File: config.mk
export PLATFORM = sky130hd
export DESIGN_NAME = sal_rdata_merger_flat
export DESIGN_NICKNAME = d
export VERILOG_FILES = /design/src/rtl/sal_rdata_merger_if.sv /design/src/rtl/sal_rdata_merger.sv /design/src/flat_wrapper.sv
export SDC_FILE = /design/constraint.sdc
export NUM_CORES = 1
export LEC_CHECK = 0
export CAP_MARGIN = 25
export CORE_AREA = 2 2 251 253
export DETAILED_ROUTE_END_ITERATION = 12
export DIE_AREA = 0 0 253 255
export PLACE_DENSITY = 0.39
export RECOVER_POWER = 100
export SLEW_MARGIN = 20
export SYNTH_ARGS = -nofsm -noshare
export SYNTH_HDL_FRONTEND = slang
export SYNTH_SLANG_ARGS = --single-unit
export TNS_END_PERCENT = 30
File: constraint.sdc
create_clock -name clk -period 3.35 [get_ports clk]
set_clock_uncertainty 0.05 [all_clocks]
set_input_delay 0.67 -clock clk [delete_from_list [all_inputs] [get_ports clk]]
set_output_delay 0.67 -clock clk [all_outputs]
set_load 0.01 [all_outputs]
File: src/rtl/sal_rdata_merger_if.sv
// Bank-side read-data beats plus the AXI R channel seen by the read-data merger.
// master = merger side, slave = bank controllers / AXI consumer side.
interface sal_rdata_merger_if #(
    parameter int BK_CNT = 8,
    parameter int ID_W   = 4,
    parameter int DATA_W = 64
);
    logic [BK_CNT-1:0]        bk_rvalid;
    logic [BK_CNT*ID_W-1:0]   bk_rid;
    logic [BK_CNT*DATA_W-1:0] bk_rdata;
    logic [BK_CNT-1:0]        bk_rlast;
    logic [BK_CNT-1:0]        bk_rready;

    logic                     rvalid;
    logic                     rready;
    logic [ID_W-1:0]          rid;
    logic [DATA_W-1:0]        rdata;
    logic [1:0]               rresp;
    logic                     rlast;

    modport master (
        input  bk_rvalid, bk_rid, bk_rdata, bk_rlast, rready,
        output bk_rready, rvalid, rid, rdata, rresp, rlast
    );

    modport slave (
        output bk_rvalid, bk_rid, bk_rdata, bk_rlast, rready,
        input  bk_rready, rvalid, rid, rdata, rresp, rlast
    );
endinterface

File: src/rtl/sal_rdata_merger.sv
// Merges per-bank read bursts onto the AXI R channel, round-robin at burst granularity; 1-cycle latency.
// Backpressure: rready only drains a 2-entry output buffer; bank ready drops when that buffer is full.
module sal_rdata_merger #(
    parameter int BK_CNT = 8,
    parameter int ID_W   = 4,
    parameter int DATA_W = 64
) (
    input  logic                clk,
    input  logic                rst,
    sal_rdata_merger_if.master  bus
);
    localparam int GW = (BK_CNT > 1) ? $clog2(BK_CNT) : 1;

    typedef enum logic {IDLE, BURST} state_t;

    typedef struct packed {
        logic [ID_W-1:0]   id;
        logic [DATA_W-1:0] data;
        logic              last;
    } beat_t;

    state_t          state, state_nxt;
    logic [GW-1:0]   grant, last_grant, pick, cand;
    logic            any_vld;
    logic [1:0]      cnt;
    beat_t           head, tail, in_beat;
    logic            can_take, push, pop;
    logic [BK_CNT-1:0] rdy;

    // First requesting bank strictly after the previous winner, with wrap.
    always_comb begin
        pick    = last_grant;
        cand    = last_grant;
        any_vld = 1'b0;
        for (int i = 1; i <= BK_CNT; i++) begin
            cand = GW'((int'(last_grant) + i) % BK_CNT);
            if (!any_vld && bus.bk_rvalid[cand]) begin
                any_vld = 1'b1;
                pick    = cand;
            end
        end
    end

    // Ready comes only from registered state so rready never reaches a bank.
    assign can_take = (state == BURST) && (cnt != 2'd2);
    assign push     = can_take && bus.bk_rvalid[grant];
    assign pop      = (cnt != 2'd0) && bus.rready;

    always_comb begin
        rdy = '0;
        if (can_take) begin
            rdy[grant] = 1'b1;
        end
    end
    assign bus.bk_rready = rdy;

    assign in_beat.id   = bus.bk_rid[int'(grant)*ID_W +: ID_W];
    assign in_beat.data = bus.bk_rdata[int'(grant)*DATA_W +: DATA_W];
    assign in_beat.last = bus.bk_rlast[grant];

    always_comb begin
        state_nxt = state;
        case (state)
            IDLE:    if (any_vld) state_nxt = BURST;
            BURST:   if (push && in_beat.last) state_nxt = IDLE;
            default: state_nxt = IDLE;
        endcase
    end

    always_ff @(posedge clk) begin
        if (rst) begin
            state      <= IDLE;
            grant      <= '0;
            last_grant <= GW'(BK_CNT - 1);
        end else begin
            state <= state_nxt;
            if (state == IDLE && any_vld) begin
                grant      <= pick;
                last_grant <= pick;
            end
        end
    end

    // Shift-style buffer: head is always the oldest beat and keeps its value once drained.
    always_ff @(posedge clk) begin
        if (rst) begin
            cnt  <= 2'd0;
            head <= '0;
            tail <= '0;
        end else begin
            case ({push, pop})
                2'b10: begin
                    if (cnt == 2'd0) head <= in_beat;
                    else             tail <= in_beat;
                    cnt <= cnt + 2'd1;
                end
                2'b01: begin
                    if (cnt == 2'd2) head <= tail;
                    cnt <= cnt - 2'd1;
                end
                2'b11: begin
                    if (cnt == 2'd1) begin
                        head <= in_beat;
                    end else begin
                        head <= tail;
                        tail <= in_beat;
                    end
                end
                default: ;
            endcase
        end
    end

    assign bus.rvalid = (cnt != 2'd0);
    assign bus.rid    = head.id;
    assign bus.rdata  = head.data;
    assign bus.rlast  = head.last;
    assign bus.rresp  = 2'b00;
endmodule

File: src/flat_wrapper.sv
// flat-port wrapper written by rule: the top's interface ports become plain ports
module sal_rdata_merger_flat 
#(
    parameter int BK_CNT = 8,
    parameter int ID_W   = 4,
    parameter int DATA_W = 64
)
  (clk, rst, bus_bk_rvalid, bus_bk_rid, bus_bk_rdata, bus_bk_rlast, bus_rready, bus_bk_rready, bus_rvalid, bus_rid, bus_rdata, bus_rresp, bus_rlast);
  sal_rdata_merger_if #(.BK_CNT(BK_CNT), .ID_W(ID_W), .DATA_W(DATA_W)) bus_i ();
  input  logic clk;
  input  logic rst;
  input wire logic [$bits(bus_i.bk_rvalid)-1:0] bus_bk_rvalid;
  input wire logic [$bits(bus_i.bk_rid)-1:0] bus_bk_rid;
  input wire logic [$bits(bus_i.bk_rdata)-1:0] bus_bk_rdata;
  input wire logic [$bits(bus_i.bk_rlast)-1:0] bus_bk_rlast;
  input wire logic [$bits(bus_i.rready)-1:0] bus_rready;
  output wire logic [$bits(bus_i.bk_rready)-1:0] bus_bk_rready;
  output wire logic [$bits(bus_i.rvalid)-1:0] bus_rvalid;
  output wire logic [$bits(bus_i.rid)-1:0] bus_rid;
  output wire logic [$bits(bus_i.rdata)-1:0] bus_rdata;
  output wire logic [$bits(bus_i.rresp)-1:0] bus_rresp;
  output wire logic [$bits(bus_i.rlast)-1:0] bus_rlast;
  assign bus_i.bk_rvalid = bus_bk_rvalid;
  assign bus_i.bk_rid = bus_bk_rid;
  assign bus_i.bk_rdata = bus_bk_rdata;
  assign bus_i.bk_rlast = bus_bk_rlast;
  assign bus_i.rready = bus_rready;
  assign bus_bk_rready = bus_i.bk_rready;
  assign bus_rvalid = bus_i.rvalid;
  assign bus_rid = bus_i.rid;
  assign bus_rdata = bus_i.rdata;
  assign bus_rresp = bus_i.rresp;
  assign bus_rlast = bus_i.rlast;
  sal_rdata_merger #(.BK_CNT(BK_CNT), .ID_W(ID_W), .DATA_W(DATA_W)) u_core (.clk(clk), .rst(rst), .bus(bus_i));
endmodule
Word level (Yosys, flattened, before mapping)
Index checks and enable logic that the tools add are counted.

Flip-flop bits (word level): 147. Latch bits: 0. RAM bits: 0. ROM bits: 0. Input port bits: 563. Output and inout bits: 80. Word-level logic and storage cells: 120. Memories kept: 0.

Add/subtract/negate cells: 10. Multipliers: 0. Divide/modulo/power cells: 0. Order comparisons: 10. Eq/ne operators: 10. Shift operators: 2. Mux-type cells: 50. Bitwise gates (word level): 1. Reductions and logical operators: 27.

Operators with widths (number): indexed part select 512 x 10 -> 64 bit (1); 2-to-1 mux 69 bit (5); one-hot mux 69 bit (3 select lines) (1); one-hot mux 69 bit (2 select lines) (1); < comparator 3 x 4 -> 1 bit (second input constant) (9); indexed part select 32 x 6 -> 4 bit (1); binary-select mux 1 bit (select 3 bit) (10); 2-to-1 mux 3 bit (8); 2-to-1 mux 1 bit (21); logical AND 1 bit (13); adder 3 bit (second input constant) (4); 2-to-1 mux 8 bit (1); zero test 1 bit (7); adder 3 x 1 -> 3 bit (second input constant) (2); adder 3 x 2 -> 3 bit (second input constant) (2); == test 2 bit (second input constant) (3); != test 2 bit (second input constant) (3); AND reduction 3 bit (2); nonzero test 2 bit (3); == test 2 x 1 -> 1 bit (second input constant) (2); != test 2 x 1 -> 1 bit (second input constant) (2); one-hot mux 2 bit (2 select lines) (1); demux 1 bit (select 3 bit) (1); greater-or-equal comparator 3 x 1 -> 1 bit (second input constant) (1); other kinds (6) (6).

Longest topological paths before layout
Gate-level depths: netlist of the first run.

Depth in word-level cells: 27. Depth in mapped cells: 17. Mapped depth without buffers: 13.

Worst setup path after synthesis of the first run
Ideal clock, no wire load.

Path type: register to register. Start: reg u_core.grant[1]. End: reg u_core.tail[0] in the netlist's numbering. Setup time: 128 ps. Arrival: 3262 ps. Data required time: 3172 ps. Setup slack: -90 ps. Stages on the path, launching flop included: 15. Path buffers: 5. Clock period less this slack: 3440 ps. Path through: dfxtp_1 clkbuf_1 or3b_2 clkbuf_1 clkbuf_1 o22a_1 a31o_2 inv_1 ha_1 a22oi_1 o21ai_1 clkbuf_1 clkbuf_1 mux2i_1 nor2_1.

Longest elaborated chain between the ends: 6. Elaborated cells between the ends (all ways): 14. Classes of those cells: 4 x eq/ne; 7 x mux; 3 x reduce/logical.

RTL lines: from (decl) (line sal_rdata_merger.sv:23) `logic [GW-1:0] grant, last_grant, pick, cand;`; from (signal assigned) (line sal_rdata_merger.sv:78) `grant <= pick;`; binary-select mux 1 bit (select 3 bit) (line sal_rdata_merger.sv:46) `assign push = can_take && bus.bk_rvalid[grant];`; 2-to-1 mux 1 bit (implied by the code) (line sal_rdata_merger.sv:46); logical AND 1 bit (line sal_rdata_merger.sv:46); == test 2 bit (line sal_rdata_merger.sv:91) `case ({push, pop})`; != test 2 bit (no source line) / nonzero test 2 bit (equally long branches); AND reduction 3 bit (no source line); to (signal assigned) (line sal_rdata_merger.sv:94) `else tail <= in_beat;`; to (signal assigned) (line sal_rdata_merger.sv:106) `tail <= in_beat;`; to (decl) (line sal_rdata_merger.sv:26) `beat_t head, tail, in_beat;`.

Several ways; a longest one is shown, not always the timed one. The select of a mux whose other input is x is not followed. A chain may end at the register's enable or synchronous reset.

Final worst setup path of the first run
Start: in bus_bk_rvalid[6]. End: reg u_core.grant[1].

Longest elaborated chain between the ends: 25. Elaborated cells between the ends (all ways): 47. Classes of those cells: 32 x mux; 15 x reduce/logical.

RTL lines: from (decl) (line flat_wrapper.sv:12) `input wire logic [$bits(bus_i.bk_rvalid)-1:0] bus_bk_rvalid;`; binary-select mux 1 bit (select 3 bit) (line sal_rdata_merger.sv:37) `if (!any_vld && bus.bk_rvalid[cand]) begin`; 2-to-1 mux 1 bit (implied by the code) (line sal_rdata_merger.sv:37); 2-to-1 mux 1 bit (line sal_rdata_merger.sv:37); zero test 1 bit (line sal_rdata_merger.sv:37); logical AND 1 bit (line sal_rdata_merger.sv:37); 2-to-1 mux 1 bit (line sal_rdata_merger.sv:37); zero test 1 bit (line sal_rdata_merger.sv:37); logical AND 1 bit (line sal_rdata_merger.sv:37); [9 not listed]; 2-to-1 mux 1 bit (line sal_rdata_merger.sv:37); zero test 1 bit (line sal_rdata_merger.sv:37); logical AND 1 bit (line sal_rdata_merger.sv:37); 2-to-1 mux 1 bit (line sal_rdata_merger.sv:37); zero test 1 bit (line sal_rdata_merger.sv:37); logical AND 1 bit (line sal_rdata_merger.sv:37); 2-to-1 mux 1 bit (line sal_rdata_merger.sv:37); logical AND 1 bit (line sal_rdata_merger.sv:77) `if (state == IDLE && any_vld) begin`.

Several ways; a longest one is shown, not always the timed one. The select of a mux whose other input is x is not followed.

==> impl_summary.md, run 1 <==
Status
The run finished with clean final reports.

Global routing
The initial antenna violation count came to 12. After global routing the overflow that remains totals 0. The via count of the first global-routing pass is 12349. The overall fraction of global-route tracks in use is ~18%. The first global-routing pass estimated 86.6 mm of wire. Entering global routing, the biggest net connects 77 pins.

Worst setup path
The largest fanout on the critical path is 8. The most numerous cell on the critical path is sky130_fd_sc_hd__o41ai_2. The capturing point of the worst reg2reg path is u_core.bus.rdata[63]. For the worst flop-to-flop path, the logic depth is 10. STA puts the critical path data arrival time at 3460 ps. The start-to-end type of the worst setup path is input pin to register.

The critical path's slowest cell is sky130_fd_sc_hd__dlygate4sd3_1. The endpoint class of the critical path is a register. The signal on the critical path passes through dlygate4sd3_1 -> mux4_2 -> nor4_1 -> o41ai_2 -> o41ai_2 -> nand2_1 -> a21boi_1 -> a311oi_1. The reg2reg setup slack is a little over 300 ps.

In this design, the stage delay of the slowest critical-path cell is 650 ps. The worst register-to-register path begins at u_core.grant[1]. The kind of launch point of the worst setup path is an input pin. STA puts the critical path data required time at about 3700 ps.

Logic synthesis
Yosys mapped the design onto 57 distinct sky130hd cell types. In the synthesized netlist the async set-or-reset flop fraction comes to 0%. Each instance of the synthesized netlist takes up on average approximately 7.4 µm². The mapped cell area is 0.00934 mm². The instance count of the mapped netlist is 1268. After synthesis the netlist holds a flip-flop and latch count of 147. The number of enable-type register cells in the synthesized netlist is 0. Yosys instantiated no cell more often than sky130_fd_sc_hd__o22ai_1. The portion of synthesized cell area occupied by the leading cell type is 31.5%. Sequential elements use 31.5% of the synthesized area. In the post-synthesis netlist, the biggest area contributors are sky130_fd_sc_hd__dfxtp_1 (32%), sky130_fd_sc_hd__o22ai_1 (19%), sky130_fd_sc_hd__nor2_1 (8.8%).

The library cell occupying the most area in the post-synthesis netlist is sky130_fd_sc_hd__dfxtp_1. For this run, the number of Yosys warnings is 0. In the synthesized netlist the dominant register cell turns out to be sky130_fd_sc_hd__dfxtp_1.

Ranked by instance count, the synthesized netlist is headed by sky130_fd_sc_hd__o22ai_1 (277), sky130_fd_sc_hd__nor2_1 (218), sky130_fd_sc_hd__dfxtp_1 (147).

Hold path
The number of cells on the worst hold path is 2. The source of the worst hold timing path is u_core.tail[15]. The hold-critical path endpoint is u_core.tail[15]. The path type of the worst min-delay path is register to register.

Flow run
The number of max-capacitance violations reported is 0.

Placement
The number of placed instances, taps included, is about 2600. The total of buffers placed on input and output ports is 640. The final RePlAce weighted congestion is between 0.8 and 0.9. The total half-perimeter wirelength after legalization and detailed placement is 46.7 mm.

Clocking
The CTS tree is built. The root buffer cell chosen for the clock tree is sky130_fd_sc_hd__clkbuf_16. The clock reaches the later pin of the worst-skew pair after 450 ps. The number of hold buffers added after CTS was 0. The number of gates resized after CTS was 0. The tree built by TritonCTS fans out to around 150 sinks.

The clock passes through at most 2 buffers. TritonCTS created 17 clock buffers. Post-CTS timing repair inserted 0 buffers for setup. The clock-pin slew reported for the worst setup and hold paths after clock tree synthesis is roughly 60 ps. The H-tree was split into 4 levels.

Floorplanning
The die is between 200 and 300 µm wide. The initial cell density of the core is ~15%. The die covers 0.0645 mm².

During I/O placement, the number of pins put on the boundary was 643. The cell row count is slightly above 90. The die outline height is 255 µm. The standard cell core area is 0.0622 mm².

Routing
Once detail routing completed, the nets flagged for antenna violations numbered 0. The via total after detailed routing is 12635. The mean routed wirelength per cell is between 20 and 25 µm. Routed signal wires occupy layers up through met5. The detailed-route DRC error count is 0.

The ratio of routed vias to standard cells is between 4 and 5. The total routed wire length on the met1 layer is 25.8 mm. The number of design-rule violations left by the first detailed-router iteration is 788. Wire segments on met2 add up to between 30 and 40 mm in the final route. Summed over all nets, wire length on met3 after detailed routing comes to 4.26 mm. The final wirelength is 62.6 mm. The number of detailed-route iterations in the first pass is 5.

Timing
In the finished design, the share of the clock period the worst path needs comes to between 90 and 100%. The transition time at the pin with the least slew margin is 760 ps. Headroom to the max-slew limit came out at about half. For the finished layout, the period the worst path requires is 3150 ps.

The count of endpoints failing hold in the final timing report is 0. The tightest hold path in the finished design has a slack of 434 ps. The number of pins exceeding their max-slew limit in the final report is 0. Based on the critical path, the design can be clocked at up to 317 MHz. Setup repair after global routing left no endpoint under its margin. The total negative slack for setup checks is 0 ps. The count of endpoints failing setup in the final report is 0.

Cells and area
The area of the multi-input gates is 0.00585 mm². The number of fillers in the final layout is 6748. Registers take 0.00294 mm².

The non-filler instance count after layout is about 2700. For this run, the post-layout net count is between 2000 and 2500. The fraction of layout instances using a drive strength above 1 is roughly 6.4%. The area growth from synthesis to layout is 88.6%.

Power
Across the VDD grid, the largest voltage drop is 376 µV. The total power divided by cell area is 715 mW/mm². Summed over all cells, the static leakage comes to 6.52 nW.
-- logic make-up (layout without fill, tap and decap cells) --
group / after synthesis / in the layout / share of synthesized area [%]
and+or+nand+nor: 397 / 397 / 19.9
buffers and inverters: 154 / 752 / 6.52
muxes: 37 / 37 / 5.87
AOI/OAI and AO/OA: 518 / 518 / 34.5
xor gates and xnor gates: 5 / 5 / 0.469
DFF: 147 / 147 / 31.5
adders and majority gates: 9 / 9 / 1.21
other: 1 / 6 / 0.0401
-- report_power, final --
group | switching, mW | internal, mW
registers | 0.382 | 2.42
clock network | 0.823 | 1.29
logic | 4.27 | 3.42
-- per-stage QoR --
stage | util (%) | setup WS, ps | cell area (µm²) | total power, mW
6_report | 28.3 | 196 | 17600 | 12.6
5_1_grt | 28.3 | 66.5 | 17600 | 13.5
4_1_cts | 28.4 | 166 | 17700 | 13.0
3_5_place_dp | 27.4 | -120 | 17000 | 10.8
3_3_place_gp | 27.4 | -114 | 17000 | 10.8
2_1_floorplan | - | 0.0728 | 9350 | 6.88
-- final cells by class --
type / count / area share (%)
flip-flops and latches: 147 / 16.7
inverters: 21 / 0.447
multi-input cells: 968 / 33.2
clock inverters: 11 / 1.00
clock buffers: 21 / 2.61
well taps: 799 / 5.67
repair buffers: 699 / 40.3
diodes: 4 / 0.0568
-- flip-flops by register name, summed over array words and instances (netlist names) --
signal	count
u_core.cnt	2
u_core.last_grant	3
u_core.bus.rlast	1
u_core.state	1
u_core.tail	69
u_core.bus.rdata	64
u_core.grant	3
u_core.bus.rid	4
-- layer usage --
metal / vias up / GRT usage (%)
li1: 6047 / -
met1: 6008 / 21.9
met2: 514 / 33.3
met3: 54 / 4.62
met4: 12 / 4.13
met5: - / 0
-- placed cells by master, fill, tap and decap left out, types with 10 or more instances in the layout --
master                            instances
sky130_fd_sc_hd__dfxtp_1                147
sky130_fd_sc_hd__nor4_1                  10
sky130_fd_sc_hd__a211oi_1                10
sky130_fd_sc_hd__buf_12                  18
sky130_fd_sc_hd__o211ai_1                61
sky130_fd_sc_hd__mux4_2                  13
sky130_fd_sc_hd__dlygate4sd3_1           73
sky130_fd_sc_hd__a21oi_1                 68
sky130_fd_sc_hd__buf_4                   37
sky130_fd_sc_hd__nand2_1                 77
sky130_fd_sc_hd__o22ai_1                277
sky130_fd_sc_hd__clkbuf_16               17
sky130_fd_sc_hd__clkdlybuf4s50_1        566
sky130_fd_sc_hd__nor2_1                 218
sky130_fd_sc_hd__inv_1                   20
sky130_fd_sc_hd__or4_1                   61
sky130_fd_sc_hd__mux2i_1                 21
sky130_fd_sc_hd__o21ai_0                 68
-- worst max-delay path: cells and delay by family --
family                 cells  cell delay, ps
AO/OA/AOI/OAI              4            1090
buffers and inverters      1             650
multiplexers               1             550
AND/OR/NAND/NOR            2             500
-- how the worst max path moves through the flow --
stage | startpoint | end | depth (start not counted)
global route | u_core.grant[2] | bus_bk_rready[6] | 4
finish | bus_bk_rvalid[6] | u_core.grant[1] | 8
global placement | bus_bk_rvalid[1] | u_core.last_grant[0] | 9
detailed placement | bus_bk_rvalid[6] | u_core.grant[1] | 8
floorplan | u_core.grant[1] | u_core.bus.rdata[16] | 13
CTS | u_core.grant[1] | bus_bk_rready[2] | 4
(Power assumes the default switching activity.)
==> inputs of run 2 (changes only) <==
Settings changed: CAP_MARGIN 25 to not set.
==> results of run 2 <==
Same layout as run 1: the final DEF is identical, and so are final timing and power.
==> patch (settings of run 2) <==
`BK_CNT` is set to 8 in 3 places; all go to 4.
--- a/src/rtl/sal_rdata_merger_if.sv
+++ b/src/rtl/sal_rdata_merger_if.sv
@@ -1,7 +1,7 @@
 // Bank-side read-data beats plus the AXI R channel seen by the read-data merger.
 // master = merger side, slave = bank controllers / AXI consumer side.
 interface sal_rdata_merger_if #(
-    parameter int BK_CNT = 8,
+    parameter int BK_CNT = 4,
     parameter int ID_W   = 4,
     parameter int DATA_W = 64
 );
--- a/src/rtl/sal_rdata_merger.sv
+++ b/src/rtl/sal_rdata_merger.sv
@@ -1,7 +1,7 @@
 // Merges per-bank read bursts onto the AXI R channel, round-robin at burst granularity; 1-cycle latency.
 // Backpressure: rready only drains a 2-entry output buffer; bank ready drops when that buffer is full.
 module sal_rdata_merger #(
-    parameter int BK_CNT = 8,
+    parameter int BK_CNT = 4,
     parameter int ID_W   = 4,
     parameter int DATA_W = 64
 ) (
--- a/src/flat_wrapper.sv
+++ b/src/flat_wrapper.sv
@@ -1,7 +1,7 @@
 // flat-port wrapper written by rule: the top's interface ports become plain ports
 module sal_rdata_merger_flat 
 #(
-    parameter int BK_CNT = 8,
+    parameter int BK_CNT = 4,
     parameter int ID_W   = 4,
     parameter int DATA_W = 64
 )
Interface: changed (5 resized); port bits go from 643 to 359. No check against the original RTL was run, so the function may have changed too.
==> patch against run 2 <==
Critical path type unchanged. Wire length decreased by 49%. Utilization decreased by 7.9 points. Highest routed layer unchanged. Total power decreased by 30%. Cell count decreased by 28%. Setup slack improved by 0.036 ns. Sequential cell count decreased by 2. Combinational power decreased by 46%. Count of clock-buffer cells in the layout decreased by 1. Area after synthesis decreased by 20%. Cell area decreased by 28%. Critical path depth increased by 1.
==> patch: results (changes against run 2) <==
Routed WL=32200 um (-49%); initial antenna violation count=1 (-11); Worst Setup SP=bus_bk_rvalid[1]; met3 Track Usage GR=0.0341 (-0.0121); M1 WL=14300 um (-45%); Starting DRT DRC Count=376 (-52%); Synth cell types=38 (-33%); sequential share of the synthesized area=0.388 (+0.0725); first-pass GRT wire length=46800 um (-46%); GR Util met1=0.123 (-0.0963); hold wc startpoint=u_core.tail[5]; number of fill cells=6815 (+0.99%); worst skew pair latency=0.47 ns (+0.02 ns); final antenna diode count=0 (-4); measured slew at the worst slew-check pin=0.639 ns (-0.121 ns); pin count of the biggest net entering global routing=75 (-2.6%); crit-path max FO=21 (+13); VDD IR max=0.000451 V (+20%); Top Metal Used=met5; static leakage=4.41 nW (-32%); ratio of cells with drive above 1 in the final layout=0.122 (+0.0586); Syn Area/Cell=9.62 um2 (+31%); GRT Overall Usage=0.0985 (-0.0860); nets@finish=1401 (-42%); switching portion of total power=0.378 (-0.0567); M2 GR Usage=0.155 (-0.177); I/O Buffers=356 (-44%); most frequent cells after synthesis=dfxtp_1 (145), nand2_1 (143), nor2_1 (76), a21oi_1 (72), nor3_1 (72); met3 wire length=2540 um (-40%); synth top area cells=dfxtp_1 (39%), mux4_2 (21%), nand2_1 (7.2%); outcome=complete, no violations; vias in the first global route=7610 (-38%); met2 WL=14700 um (-53%); via/cell ratio=3.91 (-17%); R2R Path Start=u_core.cnt[0]; hpwl dp=23300 um (-50%); post-DR wirelength/cell=16.8 um (-28%); Placed Instance Area=0.0122 mm2 (-29%)
## patch: stage by stage
step	setup TNS [ns]	hold WS (ns)	util	setup slack (ns)
detailed placement	-0.00900	0.397	0.196	-0.00515
global placement	0	0.392	0.196	0.0398
finish	0	0.405	0.205	0.231
global route	0	0.423	0.205	0.107
floorplan	0	0.386	-	0.565
CTS	0	0.407	0.206	0.241
## patch: kinds of logic after synthesis
group | Yosys count | synth area share
xor gates and xnor gates | 2 | 0.00234
adders and majority gates | 9 | 0.0150
other | 1 | 0.000501
buffers and inverters | 88 | 0.0570
and+or+nand+nor | 307 | 0.172
AOI/OAI and AO/OA | 156 | 0.152
muxes | 71 | 0.213
DFF | 145 | 0.388
## patch: worst paths after layout
kind / slack (ns) / end
setup / recovery: 0.23 / u_core.tail[31]
hold / removal: 0.41 / u_core.tail[5]
setup reg to reg: 0.35 / u_core.tail[31]
hold reg to reg: 0.41 / u_core.tail[5]
## patch: layout make-up
class	instances	area [um2]	share of cell area
clock inverter	10	184	0.0145
sequential	145	2910	0.229
inverter	9	33.8	0.00266
timing repair buffer	389	3970	0.313
clock buffer	20	457	0.0359
tap	799	1000	0.0786
multi-input combinational	547	4150	0.327
## patch: power groups by stage
stage | Sequential (mW) | Clock [mW] | Combinational [mW]
floorplan | 2.69 | 0 | 2.03
global placement | 2.56 | 0 | 4.40
detailed placement | 2.57 | 0 | 4.40
CTS | 2.54 | 2.26 | 4.43
global route | 2.58 | 2.31 | 4.54
finish | 2.52 | 2.15 | 4.14
## patch: critical path, cell delays in order
cell           delay, ns
dlygate4sd3_1       0.55
mux4_2              0.51
and2_1              0.21
ha_1                0.30
clkbuf_1            0.15
o21ai_1             0.43
buf_4               0.37
nand2_1             0.09
a21oi_1             0.16
